--- config.mk ---
export PLATFORM = sky130hd
export DESIGN_NAME = avr_uart
export DESIGN_NICKNAME = d
export VERILOG_FILES = /design/src/rtl/avr_uart.sv
export SDC_FILE = /design/constraint.sdc
export NUM_CORES = 1
export LEC_CHECK = 0
export BUFFER_PORTS_ARGS = -buffer_cell sky130_fd_sc_hd__buf_2
export CAP_MARGIN = 20
export CORE_ASPECT_RATIO = 0.7
export CORE_MARGIN = 10
export CORE_UTILIZATION = 50
export DETAILED_ROUTE_END_ITERATION = 12
export PLACE_DENSITY = 0.73
export SLEW_MARGIN = 20
export SYNTH_ARGS = -nofsm -noshare
export SYNTH_HDL_FRONTEND = slang
export SYNTH_SLANG_ARGS = --single-unit
--- constraint.sdc ---
create_clock -name clk -period 2.9 [get_ports clk]
set_input_delay 0.145 -clock clk [delete_from_list [all_inputs] [get_ports clk]]
set_output_delay 0.145 -clock clk [all_outputs]
set_load 0.005 [all_outputs]
--- src/rtl/avr_uart.sv ---
// avr_uart: IO-mapped 8N1 UART with a 16x baud tick, a 4-deep TX FIFO,
// a single-byte RX buffer with overrun/framing flags, and a level interrupt.
module avr_uart #(
  parameter logic [5:0] BASE      = 6'h0C,
  parameter logic [7:0] DIV_RESET = 8'd12
) (
  input  logic       clk,
  input  logic       rst,
  input  logic       io_re,
  input  logic       io_we,
  input  logic [5:0] io_a,
  input  logic [7:0] io_di,
  output logic [7:0] io_do,
  input  logic       uart_rx,
  output logic       uart_tx,
  output logic       irq
);

  typedef enum logic [1:0] {TX_IDLE, TX_START, TX_DATA, TX_STOP} tx_state_t;
  typedef enum logic [1:0] {RX_IDLE, RX_START, RX_DATA, RX_STOP} rx_state_t;

  // Register decode
  logic sel_udr, sel_usr, sel_ubrr;
  logic udr_rd, usr_rd, udr_wr, usr_wr, ubrr_wr;

  assign sel_udr  = (io_a == BASE);
  assign sel_usr  = (io_a == BASE + 6'd1);
  assign sel_ubrr = (io_a == BASE + 6'd2);
  assign udr_rd   = io_re & sel_udr;
  assign usr_rd   = io_re & sel_usr;
  assign udr_wr   = io_we & sel_udr;
  assign usr_wr   = io_we & sel_usr;
  assign ubrr_wr  = io_we & sel_ubrr;

  // Status / control state
  logic [7:0] ubrr;
  logic       rxc, ovr, fe, rxie, txie;
  logic [7:0] rbuf;

  // Baud tick generator
  logic [7:0] cnt;
  logic       tick;
  assign tick = (cnt == 8'd0);

  // Down-counter reloads from UBRR at zero, so a new divisor applies at the next reload
  always_ff @(posedge clk) begin
    if (rst)       cnt <= DIV_RESET;
    else if (tick) cnt <= ubrr;
    else           cnt <= cnt - 8'd1;
  end

  // TX FIFO
  logic [7:0] fifo_mem [4];
  logic [1:0] wp, rp;
  logic [2:0] count;
  logic       fifo_empty, txe, push, pop;
  logic [7:0] fifo_head;

  assign fifo_empty = (count == 3'd0);
  assign txe        = (count != 3'd4);
  // A pop in the same cycle frees the slot, so a push on a full FIFO is accepted then
  assign push       = udr_wr & (txe | pop);
  assign fifo_head  = fifo_mem[rp];

  // FIFO storage, written at the write pointer
  always_ff @(posedge clk) begin
    if (push) fifo_mem[wp] <= io_di;
  end

  // FIFO pointers and occupancy
  always_ff @(posedge clk) begin
    if (rst) begin
      wp    <= 2'd0;
      rp    <= 2'd0;
      count <= 3'd0;
    end else begin
      if (push) wp <= wp + 2'd1;
      if (pop)  rp <= rp + 2'd1;
      case ({push, pop})
        2'b10:   count <= count + 3'd1;
        2'b01:   count <= count - 3'd1;
        default: count <= count;
      endcase
    end
  end

  // TX FSM
  tx_state_t  tx_state, tx_state_n;
  logic [3:0] tx_tcnt, tx_tcnt_n;
  logic [2:0] tx_bit, tx_bit_n;
  logic [7:0] tx_shift, tx_shift_n;
  logic       tx_line, tx_line_n;
  logic       tx_idle;

  assign tx_idle = fifo_empty & (tx_state == TX_IDLE);
  assign uart_tx = tx_line;

  // TX state register; the serial line is registered alongside the state
  always_ff @(posedge clk) begin
    if (rst) begin
      tx_state <= TX_IDLE;
      tx_tcnt  <= 4'd0;
      tx_bit   <= 3'd0;
      tx_line  <= 1'b1;
    end else begin
      tx_state <= tx_state_n;
      tx_tcnt  <= tx_tcnt_n;
      tx_bit   <= tx_bit_n;
      tx_line  <= tx_line_n;
    end
  end

  // TX shift register holds the byte in flight
  always_ff @(posedge clk) begin
    tx_shift <= tx_shift_n;
  end

  // TX next state: 16 ticks per bit, STOP chains straight into START when more data waits
  always_comb begin
    tx_state_n = tx_state;
    tx_tcnt_n  = tx_tcnt;
    tx_bit_n   = tx_bit;
    tx_shift_n = tx_shift;
    tx_line_n  = tx_line;
    pop        = 1'b0;
    case (tx_state)
      TX_IDLE: begin
        tx_line_n = 1'b1;
        if (tick && !fifo_empty) begin
          pop        = 1'b1;
          tx_shift_n = fifo_head;
          tx_tcnt_n  = 4'd0;
          tx_state_n = TX_START;
          tx_line_n  = 1'b0;
        end
      end
      TX_START: begin
        if (tick) begin
          tx_tcnt_n = tx_tcnt + 4'd1;
          if (tx_tcnt == 4'd15) begin
            tx_bit_n   = 3'd0;
            tx_state_n = TX_DATA;
            tx_line_n  = tx_shift[0];
          end
        end
      end
      TX_DATA: begin
        if (tick) begin
          tx_tcnt_n = tx_tcnt + 4'd1;
          if (tx_tcnt == 4'd15) begin
            if (tx_bit == 3'd7) begin
              tx_state_n = TX_STOP;
              tx_line_n  = 1'b1;
            end else begin
              tx_bit_n   = tx_bit + 3'd1;
              tx_shift_n = {1'b0, tx_shift[7:1]};
              tx_line_n  = tx_shift[1];
            end
          end
        end
      end
      TX_STOP: begin
        if (tick) begin
          tx_tcnt_n = tx_tcnt + 4'd1;
          if (tx_tcnt == 4'd15) begin
            if (!fifo_empty) begin
              pop        = 1'b1;
              tx_shift_n = fifo_head;
              tx_state_n = TX_START;
              tx_line_n  = 1'b0;
            end else begin
              tx_state_n = TX_IDLE;
              tx_line_n  = 1'b1;
            end
          end
        end
      end
      default: begin
        tx_state_n = TX_IDLE;
        tx_line_n  = 1'b1;
      end
    endcase
  end

  // RX path
  logic       rx_s1, rx_s2;
  rx_state_t  rx_state, rx_state_n;
  logic [3:0] rx_tcnt, rx_tcnt_n;
  logic [2:0] rx_bit, rx_bit_n;
  logic [7:0] rx_shift, rx_shift_n;
  logic       rx_done, rx_load;

  // Two-flop synchroniser for the asynchronous serial input
  always_ff @(posedge clk) begin
    if (rst) begin
      rx_s1 <= 1'b1;
      rx_s2 <= 1'b1;
    end else begin
      rx_s1 <= uart_rx;
      rx_s2 <= rx_s1;
    end
  end

  // RX state register
  always_ff @(posedge clk) begin
    if (rst) begin
      rx_state <= RX_IDLE;
      rx_tcnt  <= 4'd0;
      rx_bit   <= 3'd0;
    end else begin
      rx_state <= rx_state_n;
      rx_tcnt  <= rx_tcnt_n;
      rx_bit   <= rx_bit_n;
    end
  end

  // RX shift register collects data bits LSB first
  always_ff @(posedge clk) begin
    rx_shift <= rx_shift_n;
  end

  // RX next state: mid-bit check of START rejects glitches, then one sample per 16 ticks
  always_comb begin
    rx_state_n = rx_state;
    rx_tcnt_n  = rx_tcnt;
    rx_bit_n   = rx_bit;
    rx_shift_n = rx_shift;
    rx_done    = 1'b0;
    case (rx_state)
      RX_IDLE: begin
        if (!rx_s2) begin
          rx_tcnt_n  = 4'd0;
          rx_state_n = RX_START;
        end
      end
      RX_START: begin
        if (tick) begin
          rx_tcnt_n = rx_tcnt + 4'd1;
          if (rx_tcnt == 4'd7) begin
            rx_tcnt_n  = 4'd0;
            rx_bit_n   = 3'd0;
            rx_state_n = rx_s2 ? RX_IDLE : RX_DATA;
          end
        end
      end
      RX_DATA: begin
        if (tick) begin
          rx_tcnt_n = rx_tcnt + 4'd1;
          if (rx_tcnt == 4'd15) begin
            rx_shift_n = {rx_s2, rx_shift[7:1]};
            if (rx_bit == 3'd7) rx_state_n = RX_STOP;
            else                rx_bit_n   = rx_bit + 3'd1;
          end
        end
      end
      RX_STOP: begin
        if (tick) begin
          rx_tcnt_n = rx_tcnt + 4'd1;
          if (rx_tcnt == 4'd15) begin
            rx_done    = 1'b1;
            rx_state_n = RX_IDLE;
          end
        end
      end
      default: rx_state_n = RX_IDLE;
    endcase
  end

  // A completed byte loads when the buffer is free or is being read in the same cycle
  assign rx_load = rx_done & (~rxc | udr_rd);

  // Receive buffer data
  always_ff @(posedge clk) begin
    if (rx_load) rbuf <= rx_shift;
  end

  // Status flags, interrupt enables, divisor and the registered interrupt request
  always_ff @(posedge clk) begin
    if (rst) begin
      rxc  <= 1'b0;
      ovr  <= 1'b0;
      fe   <= 1'b0;
      rxie <= 1'b0;
      txie <= 1'b0;
      ubrr <= DIV_RESET;
      irq  <= 1'b0;
    end else begin
      if (rx_load) begin
        rxc <= 1'b1;
        fe  <= ~rx_s2;
      end else if (udr_rd) begin
        rxc <= 1'b0;
      end
      if (rx_done && rxc && !udr_rd) ovr <= 1'b1;
      else if (usr_rd)               ovr <= 1'b0;
      if (usr_wr) begin
        rxie <= io_di[6];
        txie <= io_di[7];
      end
      if (ubrr_wr) ubrr <= io_di;
      irq <= (rxie & rxc) | (txie & txe);
    end
  end

  // Read mux, zero unless a UART register is being read
  always_comb begin
    io_do = 8'h00;
    if (io_re) begin
      if (sel_udr)       io_do = rbuf;
      else if (sel_usr)  io_do = {txie, rxie, 1'b0, fe, ovr, tx_idle, txe, rxc};
      else if (sel_ubrr) io_do = ubrr;
    end
  end

endmodule
==> out/results.tsv <==
metric	value	unit
viasPerCell	5.62	
syn_inst	424	
slew_viol_final	0	
slowest_stage	or3b_4	
seqCellArea	2720	um2
yosysSeqAreaShare	0.567	
crit_arrival	3.08	ns
synth_mux_area_frac	0.0667	
critPathTopFamily	simple AND/OR/NAND/NOR gates	
path_depth	11	
postRouteAntennaNets	0	
p_leak	1.95	nW
crit_start	cnt[1]$_SDFF_PP0_	
fill_cells	760	
tritoncts	built	
drtIter0Drc	303	
synth_compound_area_frac	0.111	
core-area	9220	um2
placedInstanceArea	5140	um2
vias	3325	
drv_cap	0	
multi_input_area	1960	um2
fin_total_pwr	3.25	mW
fin_area	5510	um2
synth_async_sr_flop_share	0	
final_layout_size_suffix_gt1_frac	0.203	
synth_area	4800	um2
synth_top_family_by_area	simple AND/OR/NAND/NOR gates	
synthesis.nets	461	
rr_startpoint	cnt[1]$_SDFF_PP0_	
start_util	0.521	
power.internal	2.48	mW
synth-warning-count	0	
layout_common_cells	56 x edfxtp_1, 52 x dfxtp_1, 39 x nand2_1, 38 x nor2_1, 28 x buf_2	
setup_viol	0	
die_w	137	um
grt_pass1_wl	16.1	mm
cts.path.max_buffers	2	
fin_skew	0.0112	ns
max_slew_margin	0.545	
synthAdderAreaFrac	0.0485	
ys_types	57	
status	completed	
seq_power_share	0.518	
hold_class	in2reg	
fin_crit	2.80	ns
cp-endpoint	count[2]$_SDFFE_PP0P_	
reg2regPathDepth	11	
drc	0	
end_kind	flip-flop	
ir_drop	359	uV
routabilityCongestion	0.858	
clock_sinks	108	
numPortBuffers	28	
ys_ff_latch	108	
area_delta_synth_final	14.8	%
switching_share	0.237	
cts-buffers-inserted	9	
gr-total-overflow	0	
synthSimpleGateAreaFrac	0.158	
avgSynthCellArea	11.3	um2
utilization	0.598	
clkTransAtPathRegs	0.07	ns
grt_use_total	0.146	
placementRows	29	
drt_wl_total	9.93	mm
cp_common_cell	inv_1	
routedWlPerCell	16.8	um
final_nets	500	
antenna_found_initial	0	
power_frac_comb	0.099	
dr.pass1.iters	4	
crit_chain	inv_1 -> ha_1 -> or3b_4 -> or2_4 -> nor4_4 -> ha_2 -> inv_1 -> fa_2 -> xor2_1 -> or3_1 -> a21oi_1	
cp_data_required_time	3.18	ns
hold_path_depth	1	
grt_max_degree	28	
synth_xor_xnor_area_share	0.0164	
die_h	102	um
power.net_switching	0.770	mW
critPathKind	reg2reg	
root_buffer	clkbuf_16	
timing.rr.end	count[2]$_SDFFE_PP0P_	
hpwlAfterDp	6.84	mm
dieArea	14000	um2
synthFlopType	edfxtp_1	
hold_viol_final	0	
cp_max_fo	5	
tightest_slew	0.683	ns
cts-htree-levels	3	
num_io_pins	29	
rrSetupSlack	0.10	ns
startpoint_type	flip-flop	
slowest_delay	0.41	ns
path_buf_inv	2	
clkPwrFrac	0.383	
p_per_area	589	nW/um2
fin_crit_sh	0.964	
synth_edf_count	56	
clock_latency	0.36	ns
layout_commonest_cell	edfxtp_1	
first_global_vias	3255	
diodes	0	
max_freq	0.358	GHz
==> synth_stat cells, types with 2 or more instances <==
cell type	n	area share
edfxtp_1	56	0.35
or2_2	2	0.0026
a21boi_0	7	0.011
nor3b_1	3	0.0047
inv_1	17	0.013
a21oi_1	24	0.025
or3_1	3	0.0039
nand2_1	39	0.030
mux4_2	8	0.038
a22oi_1	10	0.016
nand3_1	20	0.021
and2_1	6	0.0078
xor2_1	5	0.0091
xnor2_1	4	0.0073
mux2i_1	5	0.010
nand4_1	4	0.0052
nor2_1	38	0.030
o21ai_0	9	0.0094
nor3_1	8	0.0083
nor4_1	6	0.0078
dfxtp_1	52	0.22
o211a_1	2	0.0042
o21a_1	4	0.0063
ha_1	17	0.044
o31ai_1	2	0.0031
or4b_2	2	0.0042
nand3b_1	2	0.0031
clkbuf_1	20	0.016
a211oi_1	8	0.013
nor2b_1	6	0.0078
and3_1	2	0.0026
mux2_2	8	0.019
==> through the flow <==
| stage | worst slack, ns | setup TNS, ns | instances | hold WS (ns) |
|---|---|---|---|---|
| final | 0.105 | 0 | 592 | 0.0315 |
| after global routing | -0.00887 | -0.00887 | 592 | 0.0193 |
| after CTS | 0.0709 | 0 | 586 | 0.0258 |
| after detailed placement | 0.0966 | 0 | 569 | 0.331 |
| after global placement | 0.196 | 0 | 569 | 0.335 |
| after floorplan | 0.0431 | 0 | 424 | 0.244 |
==> worst reg2reg max path, delay by kind of cell, from the launching register on <==
kind	cells	cell delay, ns
DFF	1	0.32
xor gates and xnor gates	1	0.16
adders and majority gates	3	0.69
and+or+nand+nor	4	1.25
AOI/OAI and AO/OA	1	0.15
buffers and inverters	2	0.14
==> state kept, by name (all words and copies together) (netlist names), 2 cells and up, named ones only <==
register,flops
cnt,8
count,3
fifo_mem,32
rbuf,8
rp,2
rx_bit,3
rx_shift,8
rx_tcnt,4
tx_bit,3
tx_shift,8
tx_state,2
tx_tcnt,4
ubrr,8
wp,2
==> routing by layer <==
metal	part of all wire	global-route usage	vias to the layer above
met5	0	0	-
met4	0.0073	0.0363	0
met3	0.043	0.0485	11
met2	0.49	0.242	48
met1	0.46	0.182	1634
li1	-	-	1632
==> power groups by stage <==
stage	clock [mW]	sequential [mW]	combinational (mW)
after global placement	0	1.71	0.283
after global routing	1.33	1.69	0.358
after floorplan	0	1.71	0.215
after detailed placement	0	1.72	0.292
final	1.24	1.68	0.322
after CTS	1.27	1.68	0.295
==> how the worst min path moves through the flow <==
| stage | from | end | slack, ns |
|---|---|---|---|
| 5_1_grt | io_di[4] | fifo_mem[3][4]$_DFFE_PP_ | 0.02 |
| 6_report | io_di[4] | fifo_mem[1][4]$_DFFE_PP_ | 0.03 |
| 3_5_place_dp | uart_rx | rx_s1$_SDFF_PP1_ | 0.33 |
| 3_3_place_gp | uart_rx | rx_s1$_SDFF_PP1_ | 0.34 |
| 4_1_cts | io_di[4] | fifo_mem[1][4]$_DFFE_PP_ | 0.03 |
| 2_1_floorplan | io_di[0] | fifo_mem[0][0]$_DFFE_PP_ | 0.24 |
==> area by class of cell <==
class / count / area share
Sequential cell: 108 / 0.494
Clock inverter: 5 / 0.0120
Tap cell: 124 / 0.0281
Inverter: 17 / 0.0116
Clock buffer: 11 / 0.0422
Multi-Input combinational cell: 277 / 0.356
Timing Repair Buffer: 50 / 0.0558
==> repair_timing <==
item                                    4_1_cts  5_1_grt
hold buffers                                  1        0
endpoints found under the hold margin         1        0
buffers inserted                              0        6
endpoints found under the setup margin        0        1
resized for setup                             0        2
==> logic make-up (layout without fill, tap and decap cells) <==
family	after synthesis	in the layout
simple gates	150	150
flops	108	108
compound gates	79	79
buf+inv	39	83
mux	21	21
fa+ha+maj	18	18
xor+xnor	9	9
Note: power is estimated with default switching activity, not from simulation.
